[config.mk]
export PLATFORM = sky130hd
export DESIGN_NAME = biquad_capture_sequencer
export DESIGN_NICKNAME = d
export VERILOG_FILES = /design/src/rtl/biquad_capture_sequencer.sv
export SDC_FILE = /design/constraint.sdc
export NUM_CORES = 1
export LEC_CHECK = 0
export CORE_MARGIN = 1.5
export CORE_UTILIZATION = 25
export DETAILED_ROUTE_END_ITERATION = 10
export PLACE_DENSITY = 0.38
export SLEW_MARGIN = 0
export SYNTH_ARGS = -nofsm -noshare
export SYNTH_HDL_FRONTEND = slang
export SYNTH_SLANG_ARGS = --single-unit
export TNS_END_PERCENT = 10
[constraint.sdc]
create_clock -name clk_i -period 2.45 [get_ports clk_i]
set_input_delay 0.3675 -clock clk_i [delete_from_list [all_inputs] [get_ports clk_i]]
set_output_delay 0.3675 -clock clk_i [all_outputs]
set_load 0.01 [all_outputs]
[src/rtl/biquad_capture_sequencer.sv]
// Capture sequencer for a biquad filter path: pre-gate delay, gated capture,
// post-gate settle and a biquad flush, started by a rising edge on capture_i.
module biquad_capture_sequencer #(
  parameter int unsigned CNT_BITS  = 8,
  parameter int unsigned DEF_PRE   = 32,
  parameter int unsigned DEF_GATE  = 64,
  parameter int unsigned DEF_POST  = 64,
  parameter int unsigned DEF_FLUSH = 32
) (
  input  logic                clk_i,
  input  logic                rst_i,
  input  logic                capture_i,
  input  logic                cfg_we_i,
  input  logic [1:0]          cfg_sel_i,
  input  logic [CNT_BITS-1:0] cfg_len_i,
  input  logic                ovr_clr_i,
  output logic                gate_o,
  output logic                bq_rst_o,
  output logic                busy_o,
  output logic                done_o,
  output logic [7:0]          ovr_cnt_o
);

  typedef enum logic [2:0] {IDLE, PRE, GATE, POST, FLUSH} state_t;

  state_t              state_q, state_d;
  logic [CNT_BITS-1:0] cnt_q, cnt_d;
  logic [CNT_BITS-1:0] len_q [4];
  logic [CNT_BITS-1:0] sh_gate_q, sh_post_q, sh_flush_q;
  logic                cap_q, rise, start, overrun;
  logic                done_q, done_d;
  logic [7:0]          ovr_q;

  // A zero length still occupies one cycle, so it reloads the same as one.
  function automatic logic [CNT_BITS-1:0] reload(input logic [CNT_BITS-1:0] len);
    return (len == '0) ? '0 : len - CNT_BITS'(1);
  endfunction

  assign rise    = capture_i & ~cap_q;
  assign overrun = rise && ((state_q != IDLE) || done_q);

  always_comb begin
    state_d = state_q;
    cnt_d   = cnt_q;
    start   = 1'b0;
    done_d  = 1'b0;
    unique case (state_q)
      IDLE: begin
        if (rise && !done_q) begin
          start   = 1'b1;
          state_d = PRE;
          cnt_d   = reload(len_q[0]);
        end
      end
      PRE: begin
        if (cnt_q == '0) begin
          state_d = GATE;
          cnt_d   = reload(sh_gate_q);
        end else begin
          cnt_d = cnt_q - CNT_BITS'(1);
        end
      end
      GATE: begin
        if (cnt_q == '0) begin
          state_d = POST;
          cnt_d   = reload(sh_post_q);
        end else begin
          cnt_d = cnt_q - CNT_BITS'(1);
        end
      end
      POST: begin
        if (cnt_q == '0) begin
          state_d = FLUSH;
          cnt_d   = reload(sh_flush_q);
        end else begin
          cnt_d = cnt_q - CNT_BITS'(1);
        end
      end
      FLUSH: begin
        if (cnt_q == '0) begin
          state_d = IDLE;
          done_d  = 1'b1;
        end else begin
          cnt_d = cnt_q - CNT_BITS'(1);
        end
      end
      default: state_d = IDLE;
    endcase
  end

  always_ff @(posedge clk_i) begin
    if (rst_i) begin
      state_q    <= IDLE;
      cnt_q      <= '0;
      // Treat capture as already high so a level held through reset cannot start.
      cap_q      <= 1'b1;
      done_q     <= 1'b0;
      ovr_q      <= '0;
      len_q[0]   <= CNT_BITS'(DEF_PRE);
      len_q[1]   <= CNT_BITS'(DEF_GATE);
      len_q[2]   <= CNT_BITS'(DEF_POST);
      len_q[3]   <= CNT_BITS'(DEF_FLUSH);
      sh_gate_q  <= CNT_BITS'(DEF_GATE);
      sh_post_q  <= CNT_BITS'(DEF_POST);
      sh_flush_q <= CNT_BITS'(DEF_FLUSH);
    end else begin
      state_q <= state_d;
      cnt_q   <= cnt_d;
      cap_q   <= capture_i;
      done_q  <= done_d;
      if (cfg_we_i) begin
        len_q[cfg_sel_i] <= cfg_len_i;
      end
      // PRE length goes straight into the counter; the rest are shadowed here.
      if (start) begin
        sh_gate_q  <= len_q[1];
        sh_post_q  <= len_q[2];
        sh_flush_q <= len_q[3];
      end
      if (ovr_clr_i) begin
        ovr_q <= '0;
      end else if (overrun && (ovr_q != '1)) begin
        ovr_q <= ovr_q + 8'd1;
      end
    end
  end

  assign gate_o    = (state_q == GATE);
  assign bq_rst_o  = (state_q == FLUSH);
  assign busy_o    = (state_q != IDLE);
  assign done_o    = done_q;
  assign ovr_cnt_o = ovr_q;

endmodule

Word-level counts from Yosys, hierarchy flattened --
Memory sizes are Yosys's and may differ from the RTL's. A register that Yosys moved wholly into a read port is not among the register bits. Cells that the tools add are included.
Storage, ports and cells: word-level logic and storage cells 71, input bits 15, memories kept 1, RAM bits 32, bits in registers 21
Cells by class: add/subtract/negate cells 6, multiplexer cells 27, reduce and logical (&&, ||, !) cells 18, eq/ne operators 11, bitwise operators 3
Memories:
- len_q | depth 4, bits a word 8, rd ports 4, clocked after memory_dff 3, wr ports 4, RTL line 28 | logic [CNT_BITS-1:0] len_q [4];
Operators by type and width (count):
- $mux W8 | 10
- $logic_not A8 Y1 | 5
- $pmux W8 S5 | 1
- $sub A8 B1 Y8 const B | 5
- $mux W3 | 5
- $pmux W3 S5 | 1
- $mux W1 | 9
- $add A8 B1 Y8 const B | 1
- $ne A2 B2 Y1 const B | 4
- $ne A8 B8 Y1 const B | 1
- $reduce_or A8 Y1 | 1
- $eq A3 B2 Y1 const B | 2
- $reduce_and A5 Y1 | 1
- $reduce_bool A5 Y1 | 1
- $ne A2 B1 Y1 const B | 2
- $reduce_or A2 Y1 | 2
- $eq A3 B1 Y1 const B | 1
- $eq A3 B3 Y1 const B | 1
- $logic_and A1 B1 Y1 | 3
- $logic_not A3 Y1 | 1
- $reduce_and A3 Y1 | 1
- $reduce_bool A3 Y1 | 1
- $mux W2 | 1
- $not A1 Y1 | 2
- other kinds (3) | 3

Longest topological paths before layout --
Gate-level depths: netlist (run 1).
depth in word-level cells 5, depth in mapped cells 9, gate-level depth less buffers 8

Worst setup path before layout (run 1) --
Ideal clock, no wire load.
path kind register -> register, start register sh_flush_q[2], read port of len_q, end register cnt_q[6], cell stages (with the launch flop) 7, slack 498 ps, buffers on the path 0, clock period less this slack 1952 ps, data required time 2364 ps, arrival time 1865 ps, cell sequence dfxtp_1 or4_4 or4_1 a21o_1 o211ai_2 nand3_2 a221oi_2
On the way: word-level cells in the longest chain between the ends 4
Ends and longest elaborated chain:
- start, declared | RTL line 29 | logic [CNT_BITS-1:0] sh_gate_q, sh_post_q, sh_flush_q;
- $sub A8 B1 Y8 or $logic_not A8 Y1 (tied branches) | RTL line 36 | return (len == '0) ? '0 : len - CNT_BITS'(1);
- $mux W8 (*) | RTL line 36
- $mux W8 (*) | RTL line 72 | if (cnt_q == '0) begin
- $pmux W8 S5 (*) | RTL line 47 | unique case (state_q)
- end signal, assigned | RTL line 108 | cnt_q <= cnt_d;
- end, declared | RTL line 27 | logic [CNT_BITS-1:0] cnt_q, cnt_d;
Mark *: on every way between the ends. The rest lies on a longest branch, timed or not. A chain may end at the register's enable or synchronous reset.

Worst setup path in the final report (run 1) --
start register state_q[2], end output bq_rst_o
On the way: word-level cells in the longest chain between the ends 1
Ends and longest elaborated chain:
- start, declared | RTL line 26 | state_t state_q, state_d;
- start signal, assigned | RTL line 107 | state_q <= state_d;
- $eq A3 B3 Y1 | RTL line 129 | assign bq_rst_o = (state_q == FLUSH);
- end, declared | RTL line 18 | output logic bq_rst_o,
No other way between the ends.

==> flow_summary.json, run 1 <==
{
  "async_flop_share": 0,
  "route.detailed.drc": 0,
  "overflow": 0,
  "ys_warn_count": 0,
  "ys_top_cells_by_count": "nand2_1, dfxtp_1, a21oi_1",
  "drtPass1Iterations": 5,
  "numCtsBuffers": 9,
  "power_uw": 3500,
  "area_growth_pct": 22.4,
  "yosysSeqAreaShare": 0.464,
  "n_fill_cell": 1701,
  "routed_via_density": 4.62,
  "synth.area.top_cells": "edfxtp_1, dfxtp_1, nand2_1",
  "fp.dieW_um": 130,
  "core_mm2": 0.0158,
  "irDropWorstVdd_mv": 0.251,
  "synth_top_area_share": 0.239,
  "timing.hold.ws_ns": 0.470,
  "dpl.hpwl_um": 8180,
  "skew_ns": 0.00429,
  "top_layer": "met4",
  "cp.arrival_ns": 1.96,
  "wl_met1_um": 5280,
  "fin_setup_tns_ns": 0,
  "cts_tree": "built",
  "synth_ff_type": "dfxtp_1",
  "dieArea_mm2": 0.0168,
  "cp_max_fo": 11,
  "max_slew.worst_pin.slew_ns": 0.678,
  "synthCells": 447,
  "ys_ff_latch": 77,
  "cts_num_sinks": 77,
  "worstSetupPathType": "reg2out",
  "wl_met2_um": 4840,
  "synth.avg_cell_area_um2": 8.98,
  "yosysMostFrequentCell": "nand2_1",
  "num_rows": 46,
  "synth_edf_count": 32,
  "routedWlPerCell_um": 15.4,
  "synthesis.area_mm2": 0.00402,
  "fin_crit_sh": 0.952,
  "leakage_uw": 0.00182,
  "antenna_left": 0,
  "grt_pass1_wl_um": 17300,
  "hold_path_class": "reg2reg",
  "clk_pin_slew_worst_paths_ns": 0.06,
  "postCtsHoldBufs": 0,
  "synth_area_leader_cell": "edfxtp_1",
  "cp.required_ns": 2.08,
  "grt_max_degree": 37,
  "slew_headroom": 0.542,
  "status": "finished, final reports clean",
  "rsz0062_at_grt": "false",
  "grt_pass1_vias": 3177,
  "maxSlewViolCount": 0,
  "vias": 3261,
  "fin_ws_ns": 0.118,
  "start_util": 0.255,
  "drv_cap": 0,
  "io_pins": 27,
  "critPathLaunchType": "flip-flop",
  "finalHoldViolCount": 0,
  "gp_congestion": 0.857,
  "fmax_ghz": 0.429,
  "synth_fp_nets": 472,
  "ys_types": 51,
  "final_nets": 510,
  "die_h_um": 130,
  "clockBufferDepth": 2,
  "antenna_found_initial": 0,
  "powerDensity_mw_per_mm2": 711,
  "wl_um": 10900,
  "dr_wl_met3_um": 497,
  "drtIter0Drc": 263,
  "period_needed_ns": 2.33,
  "cts_root_buf": "clkbuf_16",
  "grt_usage": 0.138,
  "setup_viol": 0,
  "layout-drive-gt1-share": 0.106,
  "end_kind": "output port",
  "antenna_cells": 0,
  "port_buffers": 26,
  "place_ws_ns": 0.237,
  "ctsHtreeMaxLevel": 3,
  "worstSkewPairLatency_ns": 0.34
}
## final timing paths
kind / startpoint / depth (start not counted) / slack, ns / endpoint
worst max-delay path: state_q[2] / 3 / 0.12 / bq_rst_o
worst min-delay path: len_q[3][5] / 2 / 0.47 / sh_flush_q[5]
worst max register to register: sh_gate_q[0] / 8 / 0.31 / cnt_q[2]
worst min register to register: len_q[3][5] / 2 / 0.47 / sh_flush_q[5]
## flip-flops by register name, indices dropped and copies added, names as in the netlist
register,flops
done_o,1
sh_post_q,8
ovr_cnt_o,8
cap_q,1
sh_gate_q,8
sh_flush_q,8
cnt_q,8
len_q,32
state_q,3
## repair_timing
item | in CTS | in global routing
gates resized for setup | 1 | 1
endpoints found under the setup margin | 1 | 3
setup buffers | 0 | 0
## metal layers
layer  vias up  global-route usage
met5         -                   0
met4         0              0.0660
met3        17              0.0295
met2        82               0.212
met1      1516               0.185
li1       1646                   -
## placed cells by master (no fill, tap or decap), types with 3 or more instances in the layout
cell | Yosys | layout
nand2_1 | 65 | 65
clkdlybuf4s50_1 | 0 | 26
ha_1 | 10 | 10
nor2b_1 | 5 | 5
inv_1 | 21 | 21
or3b_2 | 3 | 3
xnor2_1 | 12 | 12
a21oi_1 | 42 | 42
nor4_1 | 6 | 6
nor3b_1 | 8 | 7
and2_1 | 31 | 31
nand3_1 | 7 | 7
xor2_1 | 12 | 12
a21o_1 | 4 | 4
or2_2 | 5 | 5
nand2b_1 | 7 | 7
a31oi_1 | 3 | 3
edfxtp_1 | 32 | 32
mux2i_1 | 8 | 8
nor2_1 | 29 | 29
nor3_1 | 17 | 17
o22ai_1 | 7 | 7
o21ai_0 | 15 | 15
buf_4 | 0 | 18
clkbuf_16 | 0 | 9
dfxtp_1 | 45 | 44
a221oi_1 | 5 | 5
## where the power goes
group          leakage (uW)  total, uW  switching, uW  internal [uW]
combinational      0.000998        649            372            277
sequential         0.000678       1500           77.2           1420
clock              0.000142       1350            558            792
## stage by stage
step	area (um^2)	cells	utilization
floorplan	4020	447	-
global placement	4610	690	0.292
detailed placement	4610	690	0.292
CTS	4910	706	0.311
global route	4910	706	0.312
finish	4910	706	0.312
## layout make-up
class / count / area, um^2 / share of cell area
well taps: 216 / 270 / 0.0550
multi-input cells: 332 / 2010 / 0.409
clock inverters: 7 / 72.6 / 0.0148
repair buffers: 44 / 395 / 0.0804
flip-flops and latches: 77 / 1860 / 0.379
clock buffers: 9 / 225 / 0.0458
inverters: 21 / 78.8 / 0.0160
## cells by family after synthesis
kind of cell	share of synthesized area
DFF	0.464
muxes	0.0199
xor gates and xnor gates	0.0524
buffers and inverters	0.0371
adders and majority gates	0.0312
and+or+nand+nor	0.253
AOI/OAI and AO/OA	0.143
## worst max-delay path, stage by stage, from the launching register on
cell and delay, ns:
dfxtp_2 0.44, or3b_2 0.54, inv_1 0.10, clkdlybuf4s50_1 0.54
Note: power is estimated with default switching activity, not from simulation.
==> run 2, diff against run 1 <==
- ABC_AREA: unset -> 1
- GPL_TIMING_DRIVEN: unset -> 0
- PLACE_DENSITY: 0.38 -> 0.4
- clock period: 2.45 -> 2.1 ns (I/O delays scaled with it)
==> run 2 against run 1 <==
Non-clock buffer count is 10 lower. Critical path depth stayed put. Final cell count is 15% higher.
==> flow_summary.json, run 2 <==
{
  "area_growth_pct": 19.8,
  "async_flop_share": 0,
  "yosysMostFrequentCell": "nand2_1",
  "synthesis.area_mm2": 0.00413,
  "ctsHtreeMaxLevel": 3,
  "power_uw": 5890,
  "p_int_uw": 3490,
  "die_h_um": 131,
  "cts_tree": "built",
  "irDropWorstVdd_mv": 0.406,
  "fp.dieW_um": 131,
  "combPwrFrac": 0.409,
  "gp_congestion": 0.825,
  "synth.avg_cell_area_um2": 7.39,
  "final_common_cell": "nand2_1",
  "start_util": 0.258,
  "ys_ff_latch": 77,
  "powerDensity_mw_per_mm2": 1190,
  "port_buffers": 25,
  "synth_area_leader_cell": "edfxtp_1",
  "numCtsBuffers": 9,
  "overflow": 0,
  "dp.cells": 799,
  "core_mm2": 0.0160,
  "critPathLaunchType": "flip-flop",
  "io_pins": 27,
  "largest_register": "len_q",
  "synth_edf_count": 32,
  "cp.arrival_ns": 1.68,
  "grt_max_degree": 14,
  "num_rows": 46,
  "yosysSeqAreaShare": 0.451,
  "status": "finished, final reports clean",
  "cts_root_buf": "clkbuf_16",
  "postCtsHoldBufs": 0,
  "cts_num_sinks": 77,
  "grt_pass1_wl_um": 17600,
  "grt_pass1_vias": 3385,
  "multi_input_area_mm2": 0.00191,
  "routed_via_density": 4.32,
  "hold_path_class": "in2reg",
  "worstSkewPairLatency_ns": 0.34,
  "finalHoldViolCount": 0,
  "period_needed_ns": 1.99,
  "final_nets": 619,
  "synth_fp_nets": 583,
  "instances_no_fill": 815,
  "ys_types": 27,
  "drtIter0Drc": 159,
  "postCtsSetupRepairBufs": 0,
  "maxSlewViolCount": 0,
  "setup_viol": 0,
  "dpl.hpwl_um": 8520,
  "cts-resized-gates": 0,
  "dieArea_mm2": 0.0173,
  "leakage_uw": 0.00211,
  "rsz0062_at_grt": "false",
  "skew_ns": 0.00861,
  "cp_max_fo": 6,
  "sw_frac_of_total": 0.408,
  "route.detailed.drc": 0,
  "slew_headroom": 0.250,
  "routedWlPerCell_um": 13.4,
  "largest_reg_flops": 32,
  "n_fill_cell": 1792,
  "cp.required_ns": 1.78,
  "synth_ff_type": "dfxtp_1",
  "drv_cap": 0,
  "drtPass1Iterations": 4,
  "end_kind": "output port",
  "clk_pin_slew_worst_paths_ns": 0.07,
  "r2r_slack_ns": 0.27,
  "grt_usage": 0.131,
  "antenna_found_initial": 0,
  "synth.area.top_cells": "edfxtp_1, dfxtp_1, nand2_1",
  "antenna_cells": 0,
  "fin_crit_sh": 0.950,
  "synth_top_area_share": 0.233,
  "vias": 3521,
  "clockBufferDepth": 2,
  "p_clk_frac": 0.263,
  "layout-drive-gt1-share": 0.0851,
  "pwr-share-seq": 0.328,
  "switchingPower_uw": 2410,
  "wl_um": 11000,
  "synthCells": 558,
  "ys_top_cells_by_count": "nand2_1, nor2_1, inv_1",
  "fmax_ghz": 0.501,
  "antenna_left": 0,
  "ys_warn_count": 0,
  "worstSetupPathType": "reg2out",
  "seqCellArea_mm2": 0.00186,
  "layout_common_cells": "nand2_1, nor2_1, inv_1",
  "max_slew.worst_pin.slew_ns": 1.12
}
run 2: cell types whose count changed after synthesis, moves of 10 or more:
cell and change:
nand3_1 +28, nand2_1 +39, nor2_1 +64, xnor2_1 -10
o21ai_0 +29, inv_1 +53, o21ai_1 +10, inv_2 +11
and2_1 -30, nor3_1 -11
run 2: final cells by class:
class,instances,area share
Multi-Input combinational cell,387,0.387
Tap cell,216,0.0547
Buffer,9,0.00785
Timing Repair Buffer,25,0.0506
Sequential cell,77,0.377
Clock buffer,9,0.0456
Clock inverter,7,0.0132
Inverter,85,0.0645
run 2: power groups by stage:
stage | combinational (uW) | clock (uW) | sequential, uW
4_1_cts | 2400 | 1590 | 1930
3_3_place_gp | 2380 | 0 | 1960
6_report | 2410 | 1550 | 1930
3_5_place_dp | 2390 | 0 | 1960
5_1_grt | 2740 | 1650 | 1960
2_1_floorplan | 1770 | 0 | 1920
run 2: cells by family after synthesis:
kind of cell / share of synthesized area
simple gates: 0.275
compound gates: 0.121
buf+inv: 0.0867
flops: 0.451
xor+xnor: 0.0361
fa+ha+maj: 0.0303
run 2: layer usage:
metal  routed length, um  vias to the layer above  part of all wire  track usage
met2                4870                       53              0.44        0.209
met3                 336                       14             0.031       0.0185
met4                 200                        0             0.018       0.0549
met1                5550                     1578              0.51        0.177
li1                    -                     1876                 -            -
met5                   0                        -                 0            0
run 2: metrics by stage:
stage | TNS, ns | cell area (um^2) | utilization | worst slack (ns) | hold WS [ns]
6_report | 0 | 4940 | 0.309 | 0.105 | 0.370
2_1_floorplan | 0 | 4130 | - | 0.409 | 0.420
3_5_place_dp | -7.42 | 4650 | 0.290 | -0.241 | 0.462
3_3_place_gp | -6.62 | 4650 | 0.290 | -0.273 | 0.458
5_1_grt | 0 | 4940 | 0.309 | 0.00654 | 0.380
4_1_cts | 0 | 4940 | 0.308 | 0.0820 | 0.360
run 2: final timing paths:
check | to | from | cells past startpoint
min | state_q[1] | rst_i | 2
max | bq_rst_o | state_q[2] | 3
min reg2reg | sh_gate_q[4] | sh_gate_q[4] | 2
max reg2reg | cnt_q[5] | cnt_q[0] | 9
run 2: critical path, stage by stage, from the launching register on:
cell and delay (ns):
dfxtp_1 0.45, nand3_2 0.21, inv_2 0.14, clkdlybuf4s50_1 0.54
